==> src/rtl/dror_pkg.sv <==
`default_nettype none
// ============================================================================
//  Module      : dror_pkg
//  Description : Shared defaults, FSM state encoding and a constant clog2
//                helper for the DROR dispatch controller.
//  Revision    : 1.0 - initial release
// ============================================================================
package dror_pkg;

    localparam int DEF_N           = 16;
    localparam int DEF_CORE_NUMBER = 16;
    localparam int DEF_IDX_W       = 32;
    localparam int DEF_FIFO_DEPTH  = 64;

    typedef enum logic [1:0] {
        IDLE  = 2'd0,
        RUN   = 2'd1,
        DRAIN = 2'd2,
        DONE  = 2'd3
    } state_t;

    // Ceiling log2 usable in parameter expressions; clog2(1) = 0.
    function automatic int clog2(input int value);
        int r;
        r = 0;
        while ((1 << r) < value) begin
            r = r + 1;
        end
        return r;
    endfunction

endpackage
`default_nettype wire

==> src/rtl/dror_dispatch_controller_if.sv <==
`default_nettype none
// ============================================================================
//  Module      : dror_dispatch_controller_if
//  Description : Point-cache and validator-core bus of the DROR dispatch
//                controller. master = controller side, slave = cache/cores.
//  Revision    : 1.0 - initial release
// ============================================================================
interface dror_dispatch_controller_if #(
    parameter int N           = 16,
    parameter int CORE_NUMBER = 16
);
    logic                   cache_valid;
    logic [N-1:0]           cache_x;
    logic [N-1:0]           cache_y;
    logic [N-1:0]           cache_z;
    logic                   cache_consume;
    logic [CORE_NUMBER-1:0] core_done;
    logic [CORE_NUMBER-1:0] core_outlier;
    logic [CORE_NUMBER-1:0] core_load;
    logic [N-1:0]           core_point_x;
    logic [N-1:0]           core_point_y;
    logic [N-1:0]           core_point_z;

    modport master (
        input  cache_valid, cache_x, cache_y, cache_z, core_done, core_outlier,
        output cache_consume, core_load, core_point_x, core_point_y, core_point_z
    );

    modport slave (
        output cache_valid, cache_x, cache_y, cache_z, core_done, core_outlier,
        input  cache_consume, core_load, core_point_x, core_point_y, core_point_z
    );
endinterface
`default_nettype wire

==> src/rtl/dror_outlier_fifo.sv <==
`default_nettype none
// ============================================================================
//  Module      : dror_outlier_fifo
//  Description : Synchronous show-ahead FIFO of outlier point indices with
//                occupancy count. Push while full and pop while empty are
//                dropped.
//  Revision    : 1.0 - initial release
// ============================================================================
module dror_outlier_fifo
    import dror_pkg::*;
#(
    parameter int IDX_W      = 32,
    parameter int FIFO_DEPTH = 64
) (
    input  logic                         clock,
    input  logic                         reset,
    input  logic                         push,
    input  logic [IDX_W-1:0]             push_data,
    input  logic                         pop,
    output logic [IDX_W-1:0]             head,
    output logic                         empty,
    output logic                         full,
    output logic [clog2(FIFO_DEPTH):0]   count
);
    localparam int AW    = clog2(FIFO_DEPTH);
    localparam int CNT_W = AW + 1;

    logic [IDX_W-1:0] mem [FIFO_DEPTH];
    logic [AW-1:0]    wr_ptr;
    logic [AW-1:0]    rd_ptr;
    logic             do_push;
    logic             do_pop;

    assign empty   = (count == '0);
    assign full    = (count == CNT_W'(FIFO_DEPTH));
    assign do_push = push && !full;
    assign do_pop  = pop && !empty;
    // Forced to zero when empty so the head reads 0 straight out of reset.
    assign head    = empty ? '0 : mem[rd_ptr];

    // Pointer and occupancy bookkeeping; pointers wrap modulo the depth.
    always_ff @(posedge clock or posedge reset) begin
        if (reset) begin
            wr_ptr <= '0;
            rd_ptr <= '0;
            count  <= '0;
        end else begin
            if (do_push) wr_ptr <= wr_ptr + AW'(1);
            if (do_pop)  rd_ptr <= rd_ptr + AW'(1);
            case ({do_push, do_pop})
                2'b10:   count <= count + CNT_W'(1);
                2'b01:   count <= count - CNT_W'(1);
                default: count <= count;
            endcase
        end
    end

    // Storage array; contents need no reset since empty masks the head.
    always_ff @(posedge clock) begin
        if (do_push) mem[wr_ptr] <= push_data;
    end

endmodule
`default_nettype wire

==> src/rtl/dror_dispatch_controller.sv <==
`default_nettype none
// ============================================================================
//  Module      : dror_dispatch_controller
//  Description : Hands cached LiDAR points to a pool of validator cores
//                (lowest free core first) and retires finished cores
//                round-robin, queueing outlier indices for the host.
//  Revision    : 1.0 - initial release
// ============================================================================
module dror_dispatch_controller
    import dror_pkg::*;
#(
    parameter int N           = DEF_N,
    parameter int CORE_NUMBER = DEF_CORE_NUMBER,
    parameter int IDX_W       = DEF_IDX_W,
    parameter int FIFO_DEPTH  = DEF_FIFO_DEPTH
) (
    input  logic                        clock,
    input  logic                        reset,
    input  logic                        start,
    input  logic                        pause,
    input  logic [IDX_W-1:0]            point_cloud_size,
    dror_dispatch_controller_if.master  bus,
    input  logic                        fifo_rd,
    output logic [IDX_W-1:0]            fifo_dout,
    output logic                        fifo_empty,
    output logic [clog2(FIFO_DEPTH):0]  fifo_count,
    output logic [IDX_W-1:0]            retired_count,
    output logic                        busy,
    output logic                        done
);
    localparam int SEL_W = (CORE_NUMBER > 1) ? clog2(CORE_NUMBER) : 1;

    state_t                 state;
    logic [CORE_NUMBER-1:0] core_busy;
    logic [IDX_W-1:0]       core_idx [CORE_NUMBER];
    logic [IDX_W-1:0]       next_idx;
    logic [IDX_W-1:0]       size_q;
    logic [SEL_W-1:0]       rr_ptr;
    // Core verdicts are registered once; load_q/load_d mask the two cycles in
    // which a freshly loaded core may still show its previous verdict.
    logic [CORE_NUMBER-1:0] done_q;
    logic [CORE_NUMBER-1:0] outl_q;
    logic [CORE_NUMBER-1:0] load_q;
    logic [CORE_NUMBER-1:0] load_d;
    logic                   consume_q;
    logic [N-1:0]           point_x;
    logic [N-1:0]           point_y;
    logic [N-1:0]           point_z;

    logic                   disp_en;
    logic [SEL_W-1:0]       disp_sel;
    logic [CORE_NUMBER-1:0] ret_cand;
    logic                   ret_en;
    logic [SEL_W-1:0]       ret_sel;
    logic [SEL_W-1:0]       ret_j;
    logic                   push;
    logic [IDX_W-1:0]       push_idx;
    logic                   fifo_full;

    assign bus.core_load     = load_q;
    assign bus.cache_consume = consume_q;
    assign bus.core_point_x  = point_x;
    assign bus.core_point_y  = point_y;
    assign bus.core_point_z  = point_z;

    // Dispatch pick: lowest-numbered free core. The cycle with cache_consume
    // high is skipped because the cache still shows the point just taken.
    always_comb begin
        disp_en  = 1'b0;
        disp_sel = '0;
        for (int k = CORE_NUMBER - 1; k >= 0; k--) begin
            if (!core_busy[k]) begin
                disp_en  = 1'b1;
                disp_sel = SEL_W'(k);
            end
        end
        disp_en = disp_en && (state == RUN) && !pause && bus.cache_valid &&
                  !consume_q && (next_idx != size_q);
    end

    // Retire pick: round-robin from rr_ptr. Outlier candidates wait while the
    // FIFO is full; inliers proceed.
    always_comb begin
        ret_cand = core_busy & done_q & ~load_q & ~load_d &
                   ~(outl_q & {CORE_NUMBER{fifo_full}});
        ret_en   = 1'b0;
        ret_sel  = '0;
        ret_j    = '0;
        for (int i = 0; i < CORE_NUMBER; i++) begin
            ret_j = SEL_W'((int'(rr_ptr) + i) % CORE_NUMBER);
            if (!ret_en && ret_cand[ret_j]) begin
                ret_en  = 1'b1;
                ret_sel = ret_j;
            end
        end
        ret_en   = ret_en && !pause && ((state == RUN) || (state == DRAIN));
        push     = ret_en && outl_q[ret_sel];
        push_idx = core_idx[ret_sel];
    end

    // Run sequencing, per-core bookkeeping and registered core-bus outputs.
    always_ff @(posedge clock or posedge reset) begin
        if (reset) begin
            state         <= IDLE;
            busy          <= 1'b0;
            done          <= 1'b0;
            next_idx      <= '0;
            size_q        <= '0;
            retired_count <= '0;
            rr_ptr        <= '0;
            core_busy     <= '0;
            done_q        <= '0;
            outl_q        <= '0;
            load_q        <= '0;
            load_d        <= '0;
            consume_q     <= 1'b0;
            point_x       <= '0;
            point_y       <= '0;
            point_z       <= '0;
            for (int k = 0; k < CORE_NUMBER; k++) begin
                core_idx[k] <= '0;
            end
        end else begin
            done_q    <= bus.core_done;
            outl_q    <= bus.core_outlier;
            load_d    <= load_q;
            load_q    <= '0;
            consume_q <= 1'b0;

            if (disp_en) begin
                load_q[disp_sel]    <= 1'b1;
                consume_q           <= 1'b1;
                point_x             <= bus.cache_x;
                point_y             <= bus.cache_y;
                point_z             <= bus.cache_z;
                core_busy[disp_sel] <= 1'b1;
                core_idx[disp_sel]  <= next_idx;
                next_idx            <= next_idx + IDX_W'(1);
            end

            if (ret_en) begin
                core_busy[ret_sel] <= 1'b0;
                retired_count      <= retired_count + IDX_W'(1);
                rr_ptr             <= SEL_W'((int'(ret_sel) + 1) % CORE_NUMBER);
            end

            case (state)
                IDLE, DONE: begin
                    if (start) begin
                        size_q        <= point_cloud_size;
                        next_idx      <= '0;
                        retired_count <= '0;
                        if (point_cloud_size == '0) begin
                            state <= DONE;
                            busy  <= 1'b0;
                            done  <= 1'b1;
                        end else begin
                            state <= RUN;
                            busy  <= 1'b1;
                            done  <= 1'b0;
                        end
                    end
                end
                RUN: begin
                    if (next_idx == size_q) state <= DRAIN;
                end
                DRAIN: begin
                    if (core_busy == '0) begin
                        state <= DONE;
                        busy  <= 1'b0;
                        done  <= 1'b1;
                    end
                end
                default: state <= IDLE;
            endcase
        end
    end

    dror_outlier_fifo #(
        .IDX_W      (IDX_W),
        .FIFO_DEPTH (FIFO_DEPTH)
    ) u_fifo (
        .clock     (clock),
        .reset     (reset),
        .push      (push),
        .push_data (push_idx),
        .pop       (fifo_rd),
        .head      (fifo_dout),
        .empty     (fifo_empty),
        .full      (fifo_full),
        .count     (fifo_count)
    );

endmodule
`default_nettype wire
==> src/flat_wrapper.sv <==
// flat-port wrapper written by rule: the top's interface ports become plain ports
module dror_dispatch_controller_flat import dror_pkg::*;
#(
    parameter int N           = DEF_N,
    parameter int CORE_NUMBER = DEF_CORE_NUMBER,
    parameter int IDX_W       = DEF_IDX_W,
    parameter int FIFO_DEPTH  = DEF_FIFO_DEPTH
)
  (clock, reset, start, pause, point_cloud_size, fifo_rd, fifo_dout, fifo_empty, fifo_count, retired_count, busy, done, bus_cache_valid, bus_cache_x, bus_cache_y, bus_cache_z, bus_core_done, bus_core_outlier, bus_cache_consume, bus_core_load, bus_core_point_x, bus_core_point_y, bus_core_point_z);
  dror_dispatch_controller_if #(.N(N), .CORE_NUMBER(CORE_NUMBER)) bus_i ();
  input  logic clock;
  input  logic reset;
  input  logic start;
  input  logic pause;
  input  logic [IDX_W-1:0] point_cloud_size;
  input  logic fifo_rd;
  output logic [IDX_W-1:0] fifo_dout;
  output logic fifo_empty;
  output logic [clog2(FIFO_DEPTH):0] fifo_count;
  output logic [IDX_W-1:0] retired_count;
  output logic busy;
  output logic done;
  input wire logic [$bits(bus_i.cache_valid)-1:0] bus_cache_valid;
  input wire logic [$bits(bus_i.cache_x)-1:0] bus_cache_x;
  input wire logic [$bits(bus_i.cache_y)-1:0] bus_cache_y;
  input wire logic [$bits(bus_i.cache_z)-1:0] bus_cache_z;
  input wire logic [$bits(bus_i.core_done)-1:0] bus_core_done;
  input wire logic [$bits(bus_i.core_outlier)-1:0] bus_core_outlier;
  output wire logic [$bits(bus_i.cache_consume)-1:0] bus_cache_consume;
  output wire logic [$bits(bus_i.core_load)-1:0] bus_core_load;
  output wire logic [$bits(bus_i.core_point_x)-1:0] bus_core_point_x;
  output wire logic [$bits(bus_i.core_point_y)-1:0] bus_core_point_y;
  output wire logic [$bits(bus_i.core_point_z)-1:0] bus_core_point_z;
  assign bus_i.cache_valid = bus_cache_valid;
  assign bus_i.cache_x = bus_cache_x;
  assign bus_i.cache_y = bus_cache_y;
  assign bus_i.cache_z = bus_cache_z;
  assign bus_i.core_done = bus_core_done;
  assign bus_i.core_outlier = bus_core_outlier;
  assign bus_cache_consume = bus_i.cache_consume;
  assign bus_core_load = bus_i.core_load;
  assign bus_core_point_x = bus_i.core_point_x;
  assign bus_core_point_y = bus_i.core_point_y;
  assign bus_core_point_z = bus_i.core_point_z;
  dror_dispatch_controller #(.N(N), .CORE_NUMBER(CORE_NUMBER), .IDX_W(IDX_W), .FIFO_DEPTH(FIFO_DEPTH)) u_core (.clock(clock), .reset(reset), .start(start), .pause(pause), .point_cloud_size(point_cloud_size), .bus(bus_i), .fifo_rd(fifo_rd), .fifo_dout(fifo_dout), .fifo_empty(fifo_empty), .fifo_count(fifo_count), .retired_count(retired_count), .busy(busy), .done(done));
endmodule
==> config.mk <==
export PLATFORM = sky130hd
export DESIGN_NAME = dror_dispatch_controller_flat
export DESIGN_NICKNAME = d
export VERILOG_FILES = /design/src/rtl/dror_pkg.sv /design/src/rtl/dror_dispatch_controller_if.sv /design/src/rtl/dror_outlier_fifo.sv /design/src/rtl/dror_dispatch_controller.sv /design/src/flat_wrapper.sv
export SDC_FILE = /design/constraint.sdc
export NUM_CORES = 2
export LEC_CHECK = 0
export ABC_AREA = 1
export BUFFER_PORTS_ARGS = -buffer_cell sky130_fd_sc_hd__buf_2
export CAP_MARGIN = 5
export CELL_PAD_IN_SITES_DETAIL_PLACEMENT = 0
export CELL_PAD_IN_SITES_GLOBAL_PLACEMENT = 1
export CORE_ASPECT_RATIO = 1.2
export CORE_MARGIN = 2
export CORE_UTILIZATION = 55
export CTS_BUF_LIST = sky130_fd_sc_hd__clkbuf_8
export CTS_CLUSTER_DIAMETER = 40
export DETAILED_ROUTE_END_ITERATION = 7
export HOLD_SLACK_MARGIN = 0.12
export PLACE_DENSITY = 0.93
export SLEW_MARGIN = 0
export SYNTH_ARGS = -nofsm -noshare
export SYNTH_HDL_FRONTEND = slang
export SYNTH_SLANG_ARGS = --single-unit
==> constraint.sdc <==
create_clock -name clock -period 53.5 [get_ports clock]
set_input_delay 5.35 -clock clock [delete_from_list [all_inputs] [get_ports clock]]
set_output_delay 5.35 -clock clock [all_outputs]
set_load 0.05 [all_outputs]
==> impl_metrics.csv <==
group,metric,value,unit
critical_path,start_kind,"register",
global_route,grt_pass1_wl,500100,um
critical_path,arrival,7360,ps
placed_design,portBuffers,256,
sta,max_clock_freq,78.70,MHz
critical_path,path_max_fanout,169,
critical_path,critPathTopFamily,"buffers and inverters",
global_route,grt_pass1_vias,82470,
critical_path,critPathLaunch,"u_core.u_fifo.rd_ptr[0]$_DFFE_PP0P_",
floorplanning,die-area,0.2142,mm2
yosys,synth-main-ff-cell,"edfxtp_1",
yosys,yosysSeqAreaShare,0.6964,
critical_path,endpoint,"fifo_dout[27]",
finish,n_fill_cell,16110,
critical_path,r2r_slack,44880,ps
global_route,antenna_found_initial,6,
finish,multi_input_area,0.03197,mm2
critical_path,reg2reg_depth,29,
sta,final-setup-viol-count,0,
placed_design,gp_congestion,0.8867,
placed_design,hpwl,178100,um
floorplanning,die_h,506.6,um
yosys,yosys.area.top_type_share,0.5312,
yosys,syn_avg_cell_area,11.11,um2
routing,vias,85310,
clock_tree,numCtsBuffers,433,
critical_path,cp-end-kind,"primary output",
yosys,synth_edf_count,2048,
yosys,async_reset_ff_frac,0.2717,
finish,drive_gt1_frac,0.1078,
clock_tree,clk_pin_slew,60,ps
floorplanning,ios,257,
sta,fin_tns_setup,0,ps
status,status,"finished, final reports clean",
routing,vias_per_cell,6.228,
clock_tree,hold_buffers,0,
critical_path,cp_slowest_cell,"buf_4",
critical_path,worstPathCellList,"inv_8 -> buf_4 -> buf_4 -> buf_4 -> o21ai_0 -> o22ai_1 -> a21oi_1 -> nand3_1 -> nand3_1 -> a21oi_1 -> buf_2",
yosys,synth.area.top_cells,"edfxtp_1 53%, dfrtp_1 17%, o21ai_0 7.4%",
yosys,yosysTopAreaCell,"edfxtp_1",
clock_tree,htree_levels,5,
floorplanning,die-width,422.8,um
clock_tree,insertion_delay,1160,ps
critical_path,worst-path-buf-inv,5,
finish,area_growth,10.56,%
clock_tree,root_buffer,"clkbuf_8",
yosys,syn_nets,10560,
critical_path,timing.rr.end,"u_core.u_fifo.mem[46][17]$_DFFE_PP_",
critical_path,crit_type,"reg -> out",
routing,wire_per_inst,24.79,um
finish,final_nets,10710,
critical_path,path_common_cell,"buf_4",
routing,drtIter0Drc,11780,
sta,slew_headroom,0.1763,
critical_path,r2r_start,"u_core.rr_ptr[1]$_DFFE_PP0N_",
global_route,track_usage,0.3098,
clock_tree,post-cts-setup-buffers,0,
worst_hold_path,hold_class,"reg -> reg",
critical_path,cp.required,48150,ps
sta,period_minus_slack,12710,ps
clock_tree,cts_tree,"done",
yosys,netlist_instances,10420,
yosys,synth.distinct_cells,46,
global_route,grt_overflow,0,
sta,rsz0062_at_grt,"no",
sta,finalCritPeriodShare,0.2375,
critical_path,cp.depth,11,
sta,slew_violations,0,
routing,drc,0,
routing,antenna_left,0,
floorplanning,row_count,184,
floorplanning,core-area,0.2093,mm2
global_route,grt_max_degree,255,
finish,register_area,0.08063,mm2
clock_tree,post_cts_resized,0,
routing,drt-total-wl,339500,um
job,drv_cap,0,
yosys,ys_ff_latch,2812,
floorplanning,initial_core_util,0.5532,
routing,drtPass1Iterations,7,
clock_tree,cts.sinks,2812,
yosys,synth-warning-count,0,
clock_tree,cts.path.max_buffers,4,
sta,fin_worst_skew,127.3,ps
sta,hold_violations,0,
critical_path,critical-path-max-stage-delay,1050,ps
yosys,syn_area,0.1158,mm2
sta,worst_slew_pin_slew,1236,ps
[sequential cells by signal, indices dropped and copies added (netlist names), 32 cells and up]
register,count
u_core.size_q,32
u_core.core_idx,512
u_core.u_fifo.mem,2048
u_core.next_idx,32
u_core.retired_count,32
[routing by layer]
metal | vias up | global-route usage | wire (um)
met1 | 41360 | 0.3850 | 120200
met5 | - | 0 | 13
met2 | 5528 | 0.5103 | 161200
met3 | 1103 | 0.06142 | 37250
met4 | 2 | 0.1742 | 20810
li1 | 37310 | - | -
[kinds of logic (layout without fill, tap and decap cells)]
kind of cell,after synthesis,in the layout,share of synthesized area
AO/OA/AOI/OAI,2570,2570,0.1237
XOR/XNOR,68,68,0.005144
adder cells (fa/ha/maj),20,20,0.002162
buffers and inverters,1006,1482,0.03329
flip-flops,2812,2812,0.6964
other,0,6,0
AND/OR/NAND/NOR,3948,3948,0.1394
[Yosys cell counts (12+ instances only)]
| cell type | number |
|---|---|
| a211oi_1 | 28 |
| a21oi_1 | 196 |
| a31oi_1 | 12 |
| buf_1 | 34 |
| buf_2 | 40 |
| clkbuf_1 | 637 |
| dfrtp_1 | 764 |
| edfxtp_1 | 2048 |
| ha_1 | 20 |
| inv_1 | 253 |
| inv_2 | 28 |
| nand2_1 | 1778 |
| nand3_1 | 456 |
| nand4_1 | 67 |
| nor2_1 | 1460 |
| nor3_1 | 88 |
| nor4_1 | 31 |
| o211ai_1 | 62 |
| o21ai_0 | 1718 |
| o221ai_1 | 194 |
| o22ai_1 | 336 |
| xnor2_1 | 36 |
| xor2_1 | 32 |
[area by class of cell]
type | instances | share of cell area
Clock inverter | 294 | 0.01274
Antenna cell | 6 | 0.0001173
Sequential cell | 2812 | 0.6300
Multi-Input combinational cell | 6606 | 0.2498
Timing Repair Buffer | 431 | 0.02096
Clock buffer | 467 | 0.05022
Inverter | 290 | 0.008867
Tap cell | 2790 | 0.02727
[worst min-delay path by stage]
stage / from / end / slack, ps / depth (start not counted)
final: u_core.bus.core_load[2]$_DFF_PP0_ / u_core.load_d[2]$_DFF_PP0_ / 400 / 0
after global routing: u_core.bus.core_load[2]$_DFF_PP0_ / u_core.load_d[2]$_DFF_PP0_ / 420 / 0
after CTS: u_core.bus.core_load[2]$_DFF_PP0_ / u_core.load_d[2]$_DFF_PP0_ / 410 / 0
after detailed placement: u_core.bus.core_load[2]$_DFF_PP0_ / u_core.load_d[2]$_DFF_PP0_ / 390 / 0
after global placement: u_core.bus.core_load[4]$_DFF_PP0_ / u_core.load_d[4]$_DFF_PP0_ / 390 / 0
after floorplan: u_core.core_idx[0]$_DFFE_PP0P_ / u_core.core_idx[0]$_DFFE_PP0P_ / 450 / 2
[stage by stage]
stage | instance area, um2 | utilization | std cells | hold WS, ps | setup WS [ps]
2_1_floorplan | 115800 | - | 10420 | 453.4 | 26710
3_3_place_gp | 119900 | 0.5730 | 12930 | 386.9 | 42130
3_5_place_dp | 119900 | 0.5730 | 12930 | 394.3 | 41970
4_1_cts | 128000 | 0.6115 | 13690 | 407.6 | 40830
5_1_grt | 128000 | 0.6116 | 13690 | 417.4 | 40390
6_report | 128000 | 0.6116 | 13700 | 402.1 | 40790
[placed cells by master, fill, tap and decap left out, types with 7 or more instances in the layout]
cell type	synthesis	routed
clkinv_1	9	89
o22ai_1	336	336
nor3_1	88	86
a211oi_1	28	28
nor4_1	31	30
o21a_1	9	9
a221oi_1	10	10
ha_1	20	20
inv_2	28	26
nand4_2	8	8
a21oi_1	196	196
inv_1	253	379
a31oi_1	12	12
o211ai_1	62	62
clkbuf_8	0	467
nand2_1	1778	1772
o21ai_0	1718	1718
nor2_1	1460	1403
clkinv_2	0	53
nand3_1	456	425
or2_2	9	9
dfrtp_1	764	759
clkinvlp_4	0	10
xor2_1	32	32
buf_2	40	256
xnor2_1	36	36
nand4_1	67	67
edfxtp_1	2048	2048
nand3_2	11	42
buf_12	0	7
o221ai_1	194	194
buf_4	1	168
nand2_2	6	11
bufinv_16	0	15
nor2_4	6	71
Power is left out: the tool's default activity adds up to more than one toggle a clock period on the data nets, which glitch-free logic cannot reach.
